`config.mk`:
```
export PLATFORM = sky130hd
export DESIGN_NAME = uart_rx_ctrl
export DESIGN_NICKNAME = d
export VERILOG_FILES = /design/src/rtl/uart_rx_ctrl_pkg.sv /design/src/rtl/uart_rx_sync.sv /design/src/rtl/uart_rx_ctrl.sv
export SDC_FILE = /design/constraint.sdc
export NUM_CORES = 1
export LEC_CHECK = 0
export ABC_AREA = 1
export CAP_MARGIN = 10
export CORE_MARGIN = 2
export CORE_UTILIZATION = 49
export DETAILED_ROUTE_END_ITERATION = 10
export GPL_ROUTABILITY_DRIVEN = 0
export PLACE_DENSITY = 0.73
export SETUP_SLACK_MARGIN = 0.05
export SYNTH_ARGS = -nofsm -noshare
export SYNTH_HDL_FRONTEND = slang
export SYNTH_SLANG_ARGS = --single-unit
```
`constraint.sdc`:
```
create_clock -name clk -period 1.4 [get_ports clk]
set_input_delay 0.14 -clock clk [delete_from_list [all_inputs] [get_ports clk]]
set_output_delay 0.14 -clock clk [all_outputs]
set_load 0.01 [all_outputs]
```
`src/rtl/uart_rx_ctrl_pkg.sv`:
```
// Shared constants for the UART receive controller: FSM state encodings and
// oversampling parameters.
package uart_rx_ctrl_pkg;

  localparam logic [1:0] IDLE  = 2'd0;
  localparam logic [1:0] START = 2'd1;
  localparam logic [1:0] DATA  = 2'd2;
  localparam logic [1:0] STOP  = 2'd3;

  localparam int unsigned OS_RATE = 16;
  localparam int unsigned OS_MID  = 7;

endpackage

```
`src/rtl/uart_rx_sync.sv`:
```
// Two-flop synchroniser for the asynchronous serial line. It resets to the
// idle level (1).
module uart_rx_sync (
  input  logic clk,
  input  logic reset,
  input  logic d,
  output logic q
);

  logic [1:0] ff_q;

  always_ff @(posedge clk or negedge reset) begin
    if (!reset) ff_q <= '1;
    else        ff_q <= {ff_q[0], d};
  end

  assign q = ff_q[1];

endmodule

```
`src/rtl/uart_rx_ctrl.sv`:
```
// UART receiver: 16x-oversampled start/data/stop sequencing with a one-entry
// valid/ready holding register and single-cycle framing/overrun pulses.
module uart_rx_ctrl
  import uart_rx_ctrl_pkg::*;
#(
  parameter int unsigned DBIT    = 8,
  parameter int unsigned SB_TICK = 16
) (
  input  logic            clk,
  input  logic            reset,
  input  logic            s_tick,
  input  logic            rx,
  output logic [DBIT-1:0] rx_data,
  output logic            rx_valid,
  input  logic            rx_ready,
  output logic            rx_busy,
  output logic            frame_err,
  output logic            overrun
);

  localparam int unsigned BW = (DBIT > 1) ? $clog2(DBIT) : 1;
  localparam logic [BW-1:0] BIT_LAST = BW'(DBIT - 1);
  localparam logic [BW-1:0] BIT_ONE  = BW'(1);
  localparam logic [4:0]    MID_TICK = 5'(OS_MID);
  localparam logic [4:0]    OS_LAST  = 5'(OS_RATE - 1);
  localparam logic [4:0]    SB_LAST  = 5'(SB_TICK - 1);

  logic            rx_s;
  logic [1:0]      state_q, state_d;
  logic [4:0]      tick_q, tick_d;
  logic [BW-1:0]   bit_q, bit_d;
  logic [DBIT-1:0] shreg_q, shreg_d;
  logic [DBIT-1:0] data_q, data_d;
  logic            valid_q, valid_d;
  logic            ferr_q, ferr_d;
  logic            ovr_q, ovr_d;
  logic            armed_q, armed_d;
  logic [1:0]      fill_q;
  logic            deliver;

  uart_rx_sync u_sync (
    .clk   (clk),
    .reset (reset),
    .d     (rx),
    .q     (rx_s)
  );

  always_comb begin
    state_d = state_q;
    tick_d  = tick_q;
    bit_d   = bit_q;
    shreg_d = shreg_q;
    data_d  = data_q;
    valid_d = valid_q;
    ferr_d  = 1'b0;
    ovr_d   = 1'b0;
    deliver = 1'b0;
    // The synchroniser's reset value is not a line observation; arm only once
    // rx_s carries real samples, so a line held low through release stays idle.
    armed_d = armed_q | (rx_s & fill_q[1]);

    case (state_q)
      IDLE: begin
        if (armed_q && !rx_s) begin
          state_d = START;
          tick_d  = '0;
        end
      end
      START: begin
        if (s_tick) begin
          if (tick_q == MID_TICK) begin
            state_d = rx_s ? IDLE : DATA;
            tick_d  = '0;
            bit_d   = '0;
          end else begin
            tick_d = tick_q + 5'd1;
          end
        end
      end
      DATA: begin
        if (s_tick) begin
          if (tick_q == OS_LAST) begin
            shreg_d = {rx_s, shreg_q[DBIT-1:1]};
            tick_d  = '0;
            if (bit_q == BIT_LAST) begin
              state_d = STOP;
              bit_d   = '0;
            end else begin
              bit_d = bit_q + BIT_ONE;
            end
          end else begin
            tick_d = tick_q + 5'd1;
          end
        end
      end
      STOP: begin
        if (s_tick) begin
          if (tick_q == SB_LAST) begin
            state_d = IDLE;
            tick_d  = '0;
            if (rx_s) deliver = 1'b1;
            else      ferr_d  = 1'b1;
          end else begin
            tick_d = tick_q + 5'd1;
          end
        end
      end
      default: state_d = IDLE;
    endcase

    // A load in the same cycle as an accept keeps rx_valid high with no bubble.
    if (deliver) begin
      if (!valid_q || rx_ready) begin
        data_d  = shreg_q;
        valid_d = 1'b1;
      end else begin
        ovr_d = 1'b1;
      end
    end else if (valid_q && rx_ready) begin
      valid_d = 1'b0;
    end
  end

  always_ff @(posedge clk or negedge reset) begin
    if (!reset) begin
      state_q <= IDLE;
      tick_q  <= '0;
      bit_q   <= '0;
      shreg_q <= '0;
      data_q  <= '0;
      valid_q <= 1'b0;
      ferr_q  <= 1'b0;
      ovr_q   <= 1'b0;
      armed_q <= 1'b0;
      fill_q  <= '0;
    end else begin
      state_q <= state_d;
      tick_q  <= tick_d;
      bit_q   <= bit_d;
      shreg_q <= shreg_d;
      data_q  <= data_d;
      valid_q <= valid_d;
      ferr_q  <= ferr_d;
      ovr_q   <= ovr_d;
      armed_q <= armed_d;
      fill_q  <= {fill_q[0], 1'b1};
    end
  end

  assign rx_data   = data_q;
  assign rx_valid  = valid_q;
  assign rx_busy   = (state_q != IDLE);
  assign frame_err = ferr_q;
  assign overrun   = ovr_q;

endmodule

```
==> results.py <==
metrics = {
    "worst_setup_path": {
        "cp.arrival_ns": 1.63,
        "start_kind": "flip-flop",
        "end_kind": "flip-flop",
        "path_cells": "ha_4 -> nand2_1 -> inv_1 -> nand2_1 -> nand2_2 -> nand2_2 -> inv_4 -> nand3_2 -> nand2_1 -> nand2_1",
        "worstPathRequired_ns": 1.63,
        "critPathTopFamily": "simple AND/OR/NAND/NOR gates",
        "path_class": "flip-flop to flip-flop",
        "crit_start": "tick_q[0]",
        "slowest_delay_ns": 0.41,
        "worstReg2RegStart": "tick_q[0]",
        "cp_slowest_cell": "dfrtp_1",
        "path_max_fanout": 6,
        "cp_common_cell": "nand2_1",
        "crit_buf_inv": 2,
    },
    "sta": {
        "fin_skew_ns": 0.005189,
        "final_max_slew_viol_count": 0,
        "rsz0062_at_grt": "yes",
        "setup_violations": 2,
        "setup_slack_ns": -0.003417,
        "fin_crit_ns": 1.403,
        "max_freq_ghz": 0.7125,
        "min_period_over_period_pct": 100.2,
        "final-hold-violation-count": 0,
        "timing.hold.ws_ns": 0.1479,
    },
    "hold_path": {
        "hold_path_class": "input port to asynchronous set/reset pin",
    },
    "yosys": {
        "yosysTopAreaCell": "dfrtp_1",
        "synth_area_um2": 1530,
        "synthTopCellsByCount": "56 x nand2_1, 32 x dfrtp_1, 22 x inv_1",
        "syn_area_per_cell_um2": 9.108,
        "synth_top_area_share_pct": 52.33,
        "ys_warn_count": 0,
        "synth_edf_count": 0,
        "ys_types": 19,
        "synth_area_leaders": "dfrtp_1 52%, nand2_1 14%, o21ai_2 6.3%, inv_1 5.4%, dfstp_2 3.4%",
        "synth_flop_cell": "dfrtp_1",
        "synth_nets": 177,
        "yosysMostFrequentCell": "nand2_1",
        "seq_area_frac_synth_pct": 55.76,
        "synthArstFlopShare_pct": 100.0,
        "synth-seq-cells": 34,
        "syn_inst": 168,
    },
    "global_route": {
        "grt_pass1_wl_mm": 5.292,
        "grt_use_met3_pct": 6.926,
        "track_usage_pct": 20.56,
        "grt_max_degree": 19,
        "grt_use_met1_pct": 23.52,
        "antenna_found_initial": 0,
        "first_global_vias": 1201,
        "overflow": 0,
        "grtUsageMet2_pct": 34.47,
        "grt-busiest-layer": "met2",
    },
    "floorplan": {
        "die_area_um2": 3586,
        "pin_count": 17,
        "die_w_um": 59.88,
        "fp-row-count": 20,
        "die_h_um": 59.88,
        "start_util_pct": 50.96,
        "core-area_um2": 3003,
    },
    "clock_tree": {
        "cts_hold_buf": 0,
        "path_clk_slew_ns": 0.10,
        "root_buffer": "clkbuf_4",
        "clock_sinks": 34,
        "cts_tree": "yes",
        "clk_latency_ns": 0.33,
        "cts_inserted_buffers": 5,
        "clockBufferDepth": 2,
        "htreeDepth": 2,
    },
    "placement": {
        "dp_hpwl_mm": 2.155,
        "postPlaceCellArea_um2": 1784,
        "io_buffers": 16,
    },
    "layout": {
        "final_nets": 215,
        "drive_above_1_share_pct": 35.75,
        "area_growth_pct": 32.22,
        "finish.instance_area_um2": 2023,
        "utilization_pct": 67.38,
        "diodes": 0,
    },
    "run_status": {
        "failed_checks": "negative setup slack",
        "outcome": "complete, but fails checks",
    },
    "flow_run": {
        "max_cap_viol_count": 0,
    },
    "power": {
        "pwr_density_cell_nw_per_um2": 1237,
        "leakage_nw": 1.063,
        "power_w": 0.002503,
        "ir_drop_uv": 694.0,
    },
    "detailed_routing": {
        "ant_nets": 0,
        "routed_wl_mm": 3.331,
        "post-route-drc-count": 0,
        "post_drt_via_cell_ratio": 5.233,
        "wl_per_cell_um": 13.88,
        "dr_total_vias": 1256,
        "drt_iter0_markers": 52,
        "firstDrtPassIters": 4,
    },
}
==> registers in the layout, indices dropped and copies added (netlist names), named ones only <==
signal,count
rx_data,8
shreg_q,8
tick_q,5
bit_q,3
fill_q,2
u_sync.ff_q,2
armed_q,1
frame_err,1
overrun,1
rx_valid,1
state_q,1
==> timing repair <==
| item | 4_1_cts | 5_1_grt |
|---|---|---|
| pin swaps | 5 | 11 |
| setup buffers | 4 | 4 |
| setup endpoints to repair | 33 | 28 |
| gates resized for setup | 23 | 27 |
| cloned | 1 | 0 |
==> worst reg2reg max path: cells and delay by family (launching register included) <==
| kind | cells | cell delay, ns |
|---|---|---|
| adders and majority gates | 1 | 0.19 |
| buffers and inverters | 2 | 0.17 |
| and+or+nand+nor | 7 | 0.54 |
| DFF | 1 | 0.41 |
==> worst paths after layout <==
path                             endpoint  slack, ns  depth (start not counted)
max                              bit_q[2]     -0.003                         10
min reg2reg                u_sync.ff_q[1]       0.36                          0
min                             fill_q[0]       0.15                          2
max reg2reg                      bit_q[2]     -0.003                         10
min in group clk           u_sync.ff_q[0]       0.21                          1
max in group asynchronous  u_sync.ff_q[0]       1.01                          2
==> report_power, final <==
group | switching, W | internal (W)
clock | 0.000319 | 0.000243
combinational | 0.000486 | 0.000343
sequential | 0.0000625 | 0.00105
total | 0.000867 | 0.00164
==> per-stage QoR <==
step	setup TNS, ns	std cells	setup WS (ns)
after floorplan	0	168	0.05328
after global placement	0	223	0.02019
after detailed placement	-0.2828	223	-0.04605
after CTS	0	236	0.01005
after global routing	-1.106	240	-0.08258
final	-0.006612	240	-0.003417
==> layout by cell type (no fill, tap or decap), drive strengths merged, types with 2 or more instances in the layout <==
cell	Yosys	layout
nand4	4	4
clkdlybuf4s50	0	4
nand3	7	7
buf	2	17
clkbuf	0	7
dfstp	2	2
inv	22	22
ha	4	4
dlygate4sd2	0	10
nor2	13	13
o21ai	19	19
nand2	59	59
dfrtp	32	32
==> routing by layer <==
| layer | vias to the layer above | share of wire (%) |
|---|---|---|
| met5 | - | 0 |
| met4 | 0 | 2.1 |
| met3 | 8 | 5.6 |
| met2 | 32 | 53 |
| met1 | 610 | 39 |
| li1 | 606 | - |
==> cell type report <==
class / instances / area (um^2)
Inverter: 22 / 85.08
Clock buffer: 7 / 55.05
Multi-Input combinational cell: 110 / 688.2
Clock inverter: 1 / 5.005
Tap cell: 33 / 41.29
Timing Repair Buffer: 33 / 295.3
Fill cell: 253 / 979.7
Sequential cell: 34 / 853.3
==> cell families after synthesis <==
kind of cell	count (synthesis)	synth area share, %
AOI/OAI and AO/OA	20	9.239
xor gates and xnor gates	1	0.5725
adders and majority gates	4	3.271
buffers and inverters	24	6.868
DFF	34	55.76
other	1	0.2451
and+or+nand+nor	84	24.04
No activity file was read; power rests on OpenSTA's default activity.
